==> config.mk <==
export PLATFORM = sky130hd
export DESIGN_NAME = mips_harvard_cpu
export DESIGN_NICKNAME = d
export VERILOG_FILES = /design/src/rtl/mips_harvard_cpu.sv
export SDC_FILE = /design/constraint.sdc
export NUM_CORES = 2
export LEC_CHECK = 0
export CAP_MARGIN = 15
export CORE_ASPECT_RATIO = 1.5
export CORE_MARGIN = 5
export CORE_UTILIZATION = 45
export DETAILED_ROUTE_END_ITERATION = 12
export PLACE_DENSITY = 0.7
export SYNTH_ARGS = -nofsm -noshare
export SYNTH_HDL_FRONTEND = slang
export SYNTH_SLANG_ARGS = --single-unit
==> constraint.sdc <==
create_clock -name clk -period 11 [get_ports clk]
set_clock_uncertainty 0.2 [all_clocks]
set_input_delay 1.1 -clock clk [delete_from_list [all_inputs] [get_ports clk]]
set_output_delay 1.1 -clock clk [all_outputs]
set_load 0.05 [all_outputs]
==> src/rtl/mips_harvard_cpu.sv <==
// mips_harvard_cpu
//   Multicycle 32-bit MIPS-I subset core with separate instruction and data
//   buses. Each instruction takes FETCH -> EXEC (-> MEM for loads). Execution
//   starts at 0xBFC00000 and halts once control reaches address 0.
//
// Ports
//   clk, reset          clock, asynchronous active-low reset
//   clk_enable          1 = advance, 0 = hold every register
//   active              1 while running, 0 once halted
//   register_v0         live copy of GPR $2
//   instr_address       fetch address (= PC)
//   instr_readdata      instruction word, one cycle after the address
//   data_address        load/store byte address (rs + signext(imm))
//   data_write/read     one-cycle store/load strobes, only in EXEC
//   data_writedata      store data (rt)
//   data_readdata       load data, one cycle after data_read
//   check_state         FSM state (FETCH=0, EXEC=1, MEM=2, HALT=3)
//   check_pcout         current PC
module mips_harvard_cpu (
  input  logic        clk,
  input  logic        reset,
  output logic        active,
  output logic [31:0] register_v0,
  input  logic        clk_enable,
  output logic [31:0] instr_address,
  input  logic [31:0] instr_readdata,
  output logic [31:0] data_address,
  output logic        data_write,
  output logic        data_read,
  output logic [31:0] data_writedata,
  input  logic [31:0] data_readdata,
  output logic [1:0]  check_state,
  output logic [31:0] check_pcout
);

  typedef enum logic [1:0] {
    S_FETCH = 2'd0,
    S_EXEC  = 2'd1,
    S_MEM   = 2'd2,
    S_HALT  = 2'd3
  } state_t;

  state_t      state_q, state_d;
  logic [31:0] pc_q, pc_d;
  logic        active_q, active_d;
  logic        br_pending_q, br_pending_d;
  logic [31:0] br_target_q, br_target_d;
  logic [4:0]  load_rt_q, load_rt_d;
  logic [31:0] gpr_q [32];
  logic [31:0] gpr_d [32];

  // Instruction fields
  logic [5:0]  opcode, funct;
  logic [4:0]  rs, rt, rd, shamt;
  logic [15:0] imm;
  logic [31:0] imm_sext, imm_zext, rs_val, rt_val;
  logic [31:0] pc_plus4, pc_plus8, branch_dest;

  assign opcode   = instr_readdata[31:26];
  assign rs       = instr_readdata[25:21];
  assign rt       = instr_readdata[20:16];
  assign rd       = instr_readdata[15:11];
  assign shamt    = instr_readdata[10:6];
  assign funct    = instr_readdata[5:0];
  assign imm      = instr_readdata[15:0];
  assign imm_sext = {{16{imm[15]}}, imm};
  assign imm_zext = {16'h0000, imm};
  // $0 is never written, so reading the array directly yields 0 for it.
  assign rs_val   = gpr_q[rs];
  assign rt_val   = gpr_q[rt];
  assign pc_plus4 = pc_q + 32'd4;
  assign pc_plus8 = pc_q + 32'd8;
  assign branch_dest = pc_plus4 + {imm_sext[29:0], 2'b00};

  // Decode/ALU results
  logic        alu_wr, take_jump, is_lw, is_sw;
  logic [4:0]  alu_dst;
  logic [31:0] alu_result, jump_target;

  always_comb begin
    alu_wr      = 1'b0;
    alu_dst     = rd;
    alu_result  = '0;
    take_jump   = 1'b0;
    jump_target = '0;
    is_lw       = 1'b0;
    is_sw       = 1'b0;
    case (opcode)
      6'h00: begin
        alu_wr = 1'b1;
        case (funct)
          6'h21: alu_result = rs_val + rt_val;
          6'h23: alu_result = rs_val - rt_val;
          6'h24: alu_result = rs_val & rt_val;
          6'h25: alu_result = rs_val | rt_val;
          6'h26: alu_result = rs_val ^ rt_val;
          6'h2A: alu_result = {31'd0, $signed(rs_val) < $signed(rt_val)};
          6'h2B: alu_result = {31'd0, rs_val < rt_val};
          6'h00: alu_result = rt_val << shamt;
          6'h02: alu_result = rt_val >> shamt;
          6'h03: alu_result = $unsigned($signed(rt_val) >>> shamt);
          6'h08: begin
            alu_wr      = 1'b0;
            take_jump   = 1'b1;
            jump_target = rs_val;
          end
          6'h09: begin
            take_jump   = 1'b1;
            jump_target = rs_val;
            alu_result  = pc_plus8;
          end
          default: alu_wr = 1'b0;
        endcase
      end
      6'h09: begin alu_wr = 1'b1; alu_dst = rt; alu_result = rs_val + imm_sext; end
      6'h0A: begin alu_wr = 1'b1; alu_dst = rt;
                   alu_result = {31'd0, $signed(rs_val) < $signed(imm_sext)}; end
      6'h0B: begin alu_wr = 1'b1; alu_dst = rt; alu_result = {31'd0, rs_val < imm_sext}; end
      6'h0C: begin alu_wr = 1'b1; alu_dst = rt; alu_result = rs_val & imm_zext; end
      6'h0D: begin alu_wr = 1'b1; alu_dst = rt; alu_result = rs_val | imm_zext; end
      6'h0E: begin alu_wr = 1'b1; alu_dst = rt; alu_result = rs_val ^ imm_zext; end
      6'h0F: begin alu_wr = 1'b1; alu_dst = rt; alu_result = {imm, 16'h0000}; end
      6'h23: is_lw = 1'b1;
      6'h2B: is_sw = 1'b1;
      6'h04: begin take_jump = (rs_val == rt_val); jump_target = branch_dest; end
      6'h05: begin take_jump = (rs_val != rt_val); jump_target = branch_dest; end
      6'h02: begin
        take_jump   = 1'b1;
        jump_target = {pc_plus4[31:28], instr_readdata[25:0], 2'b00};
      end
      6'h03: begin
        take_jump   = 1'b1;
        jump_target = {pc_plus4[31:28], instr_readdata[25:0], 2'b00};
        alu_wr      = 1'b1;
        alu_dst     = 5'd31;
        alu_result  = pc_plus8;
      end
      default: ;
    endcase
  end

  // Sequencing. A taken branch only records its target; the following
  // (delay-slot) instruction runs and then consumes the pending target.
  logic        wr_en, do_read, do_write;
  logic [4:0]  wr_addr;
  logic [31:0] wr_data, seq_pc;

  always_comb begin
    state_d      = state_q;
    pc_d         = pc_q;
    active_d     = active_q;
    br_pending_d = br_pending_q;
    br_target_d  = br_target_q;
    load_rt_d    = load_rt_q;
    wr_en        = 1'b0;
    wr_addr      = '0;
    wr_data      = '0;
    do_read      = 1'b0;
    do_write     = 1'b0;
    seq_pc       = br_pending_q ? br_target_q : pc_plus4;
    case (state_q)
      S_FETCH: state_d = S_EXEC;
      S_EXEC: begin
        pc_d         = seq_pc;
        br_pending_d = take_jump;
        br_target_d  = take_jump ? jump_target : br_target_q;
        wr_en        = alu_wr;
        wr_addr      = alu_dst;
        wr_data      = alu_result;
        if (is_lw) begin
          do_read   = 1'b1;
          load_rt_d = rt;
          state_d   = S_MEM;
        end else begin
          do_write = is_sw;
          state_d  = (seq_pc == 32'd0) ? S_HALT : S_FETCH;
        end
      end
      S_MEM: begin
        wr_en   = 1'b1;
        wr_addr = load_rt_q;
        wr_data = data_readdata;
        state_d = (pc_q == 32'd0) ? S_HALT : S_FETCH;
      end
      default: state_d = S_HALT;
    endcase
    if (state_d == S_HALT) active_d = 1'b0;
  end

  always_comb begin
    gpr_d = gpr_q;
    if (wr_en && (wr_addr != 5'd0)) gpr_d[wr_addr] = wr_data;
  end

  always_ff @(posedge clk or negedge reset) begin
    if (!reset) begin
      state_q      <= S_FETCH;
      pc_q         <= 32'hBFC0_0000;
      active_q     <= 1'b1;
      br_pending_q <= 1'b0;
      br_target_q  <= '0;
      load_rt_q    <= '0;
      for (int i = 0; i < 32; i++) gpr_q[i] <= '0;
    end else if (clk_enable) begin
      state_q      <= state_d;
      pc_q         <= pc_d;
      active_q     <= active_d;
      br_pending_q <= br_pending_d;
      br_target_q  <= br_target_d;
      load_rt_q    <= load_rt_d;
      gpr_q        <= gpr_d;
    end
  end

  // Strobes are gated by clk_enable so a frozen EXEC cycle cannot touch RAM.
  assign data_read      = (state_q == S_EXEC) && do_read && clk_enable;
  assign data_write     = (state_q == S_EXEC) && do_write && clk_enable;
  assign data_address   = rs_val + imm_sext;
  assign data_writedata = rt_val;
  assign instr_address  = pc_q;
  assign active         = active_q;
  assign register_v0    = gpr_q[2];
  assign check_state    = state_q;
  assign check_pcout    = pc_q;

endmodule

==> results.cfg <==
[setup_path]
critPathLaunch = instr_readdata[21]
r2r_end = gpr_q[603]
r2r_slack_ns = 3.59
rr_worst_depth = 18
reg2reg_from = register_v0[7]
cp_max_fo = 41
max_stage_delay_ns = 0.83
arrival_ns = 7.95
start_kind = input port
crit_chain = buf_8 -> buf_12 -> mux4_2 -> mux4_2 -> mux2i_1 -> buf_4 -> inv_1 -> ha_1 -> fa_1 -> a211oi_1 -> o21ai_0 -> nand2_1 -> a41oi_1 -> buf_4 -> a32oi_1 -> o211ai_1 -> o41ai_1 -> nor2_1 -> nor2_1 -> xnor2_1 -> clkdlybuf4s50_1
worst-endpoint-required_ns = 9.70
cpMaxStageDelayCell = clkdlybuf4s50_1
critPathKind = input port to primary output
cp-end-kind = primary output

[final_layout]
layout_common_cells = dfrtp_1 (1086), nand2_1 (733), o21ai_0 (560)
regArea_sq_um = 27470
nets = 7366
fill_cells = 15040
drive_above_1_share = 0.2242
area_growth_pct = 9.923
multi_input_area_sq_um = 44230
final_common_cell = dfrtp_1

[clock_tree]
cts_tree = yes
cts_setup_buffers = 0
ctsResizeCount = 0
cts_buffers = 106
clk_latency_ns = 0.79
cts_hold_buf = 0
clk_pin_slew_ns = 0.06
ctsLongestPathBuffers = 3
clock-sinks = 1097
cts-root-buf = clkbuf_16
htreeDepth = 3

[timing]
tightestPinTransition_ns = 1.279
fmax_mhz = 108.1
period_minus_slack_ns = 9.247
finalSetupViolCount = 0
rsz0062_at_grt = no
slew_viol_final = 0
finalCritPeriodShare = 0.8407
max_slew_margin = 0.1471
tns_ns = 0
finalHoldViolations = 0

[power_and_ir_drop]
power.internal_mw = 7.318
power_leakage_nw = 35.47
p_sw_mw = 4.433
p_per_area_nw_per_um2 = 141.4
power_frac_seq = 0.385
swShare = 0.3772
combPwrFrac = 0.297
clockPowerShare = 0.318
power_mw = 11.75
irDropWorstVdd_v = 0.0001309

[die]
die_area_sq_um = 176500
die_x_microns = 344.7
initial_core_util = 0.4517
io_pins = 232
rows = 184
core-area_sq_um = 167400
die_h_microns = 512.0

[place]
place_congestion = 1.055
numPortBuffers = 231
hpwl_microns = 249600

[logic_synthesis]
yosysUniqueCellTypes = 115
syn_area_sq_um = 75610
netlist.area_leader.share = 0.3598
synthAdderAreaFrac = 0.03780
syn_area_per_cell_sq_um = 10.49
syn_inst = 7205
synth-compound-area-share = 0.1514
mappedNetlistNets = 7498
synthMuxAreaShare = 0.2781
yosys_register_bits = 1097
synthSimpleGateAreaFrac = 0.09793
ys_seq_area_frac = 0.3632
synth_warnings = 0
synth_edf_count = 0
synth_area_leader_cell = dfrtp_1
async_flop_share = 1.000
synth_top_family_by_area = multiplexers
ys.flop_type = dfrtp_1
synth_top_cells_by_area = dfrtp_1 (36%), mux4_2 (15%), mux2_2 (6.8%)
synth_xor_area_frac = 0.01344

[drt]
drt.antenna.violating_nets = 0
wl_per_cell_microns = 36.36
wl_microns = 341700
drc_errors = 0
avgViaCountPerCell = 6.933
dr.pass1.iters = 7
drtIter0Drc = 8184
vias = 65140

[flow_run]
maxCapViolations = 0

[run_status]
outcome = finished, final reports clean

[grt]
grt_pass1_vias = 64990
grt_util_all_layers = 0.3793
grt_max_degree = 185
grt_pass1_wl_microns = 480800
antenna_found_initial = 21
gr-total-overflow = 0

[min_path]
hold_path_class = input port to asynchronous set/reset pin
-- how the worst max path moves through the flow --
stage	to	slack, ns	depth (start not counted)
2_1_floorplan	data_address[28]	2.05	22
3_3_place_gp	data_address[30]	1.92	21
3_5_place_dp	data_address[31]	1.93	15
4_1_cts	data_address[30]	1.90	21
5_1_grt	data_address[30]	1.46	18
6_report	data_address[30]	1.75	21
-- cell usage after synthesis (24+ instances only) --
cell type     n
nand2b_1     30
mux2_2      457
dfrtp_1    1087
nor4_1       34
o21ai_2      31
ha_1        222
buf_1        49
mux2i_1     404
buf_4        90
nand2_1     749
buf_6        29
a22oi_1     155
a31oi_1      43
o21ai_0     560
o211ai_1     32
o21bai_1     35
o22ai_1      66
a21o_1       43
nor3_1       81
xnor2_1      75
buf_2        74
and2_1       27
a221oi_1     59
nand3_1     114
or3_1        24
and3_1       25
clkbuf_1    462
mux4_2      487
o221ai_1     30
nand4_1      42
o31ai_1      30
inv_1       163
a21oi_1     391
xor2_1       41
nor2_1      465
o21ai_1      28
a211oi_1     44
-- sequential cells by signal, indices dropped and copies added, names as in the netlist --
signal,flops
register_v0,32
check_state,2
br_pending_q,1
br_target_q,32
gpr_q,992
active,1
load_rt_q,5
check_pcout,32
-- stage by stage --
stage | utilization | instances | setup WS, ns | hold slack [ns] | instance area, sq um
6_report | 0.4966 | 9396 | 1.753 | 0.1059 | 83110
5_1_grt | 0.4964 | 9384 | 1.461 | 0.1417 | 83080
4_1_cts | 0.4958 | 9378 | 1.903 | 0.09944 | 82980
3_5_place_dp | 0.4754 | 9192 | 1.934 | 0.1828 | 79580
3_3_place_gp | 0.4752 | 9189 | 1.915 | 0.1778 | 79540
2_1_floorplan | - | 7205 | 2.053 | 0.2385 | 75610
-- cell type report --
cell class | instances | area share
Antenna cell | 13 | 0.0003914
Clock buffer | 147 | 0.03547
Clock inverter | 39 | 0.005495
Inverter | 165 | 0.007452
Multi-Input combinational cell | 5206 | 0.5321
Sequential cell | 1097 | 0.3305
Tap cell | 2232 | 0.03360
Timing Repair Buffer | 497 | 0.05498
-- power by group through the flow --
stage          registers (mW)  logic, mW  clock network, mW
3_5_place_dp             4.59       3.39                  0
2_1_floorplan            4.59       2.02                  0
3_3_place_gp             4.58       3.36                  0
4_1_cts                  4.52       3.40               3.76
5_1_grt                  4.55       3.62               3.91
6_report                 4.52       3.49               3.73
-- critical path, delay by kind of cell --
| kind | cells | cell delay, ns |
|---|---|---|
| buffers and inverters | 6 | 2.08 |
| AOI/OAI and AO/OA | 6 | 2.02 |
| muxes | 3 | 1.38 |
| adders and majority gates | 2 | 0.73 |
| and+or+nand+nor | 3 | 0.37 |
| xor gates and xnor gates | 1 | 0.14 |
-- layer usage --
layer,track usage,wire [microns],part of all wire,vias to the layer above
met5,0,84,0.00025,-
li1,-,-,-,26520
met1,0.4206,112100,0.33,32610
met4,0.3694,42510,0.12,10
met3,0.08960,32700,0.096,1638
met2,0.5890,154200,0.45,4362
-- kinds of logic (layout without fill, tap and decap cells) --
logic type,Yosys count,count (layout)
AO/OA/AOI/OAI,1790,1790
XOR/XNOR,116,116
adder cells (fa/ha/maj),226,226
buffers and inverters,902,848
flip-flops,1097,1097
multiplexers,1393,1393
other,0,13
AND/OR/NAND/NOR,1681,1681
Power figures use the tool's default switching activity.
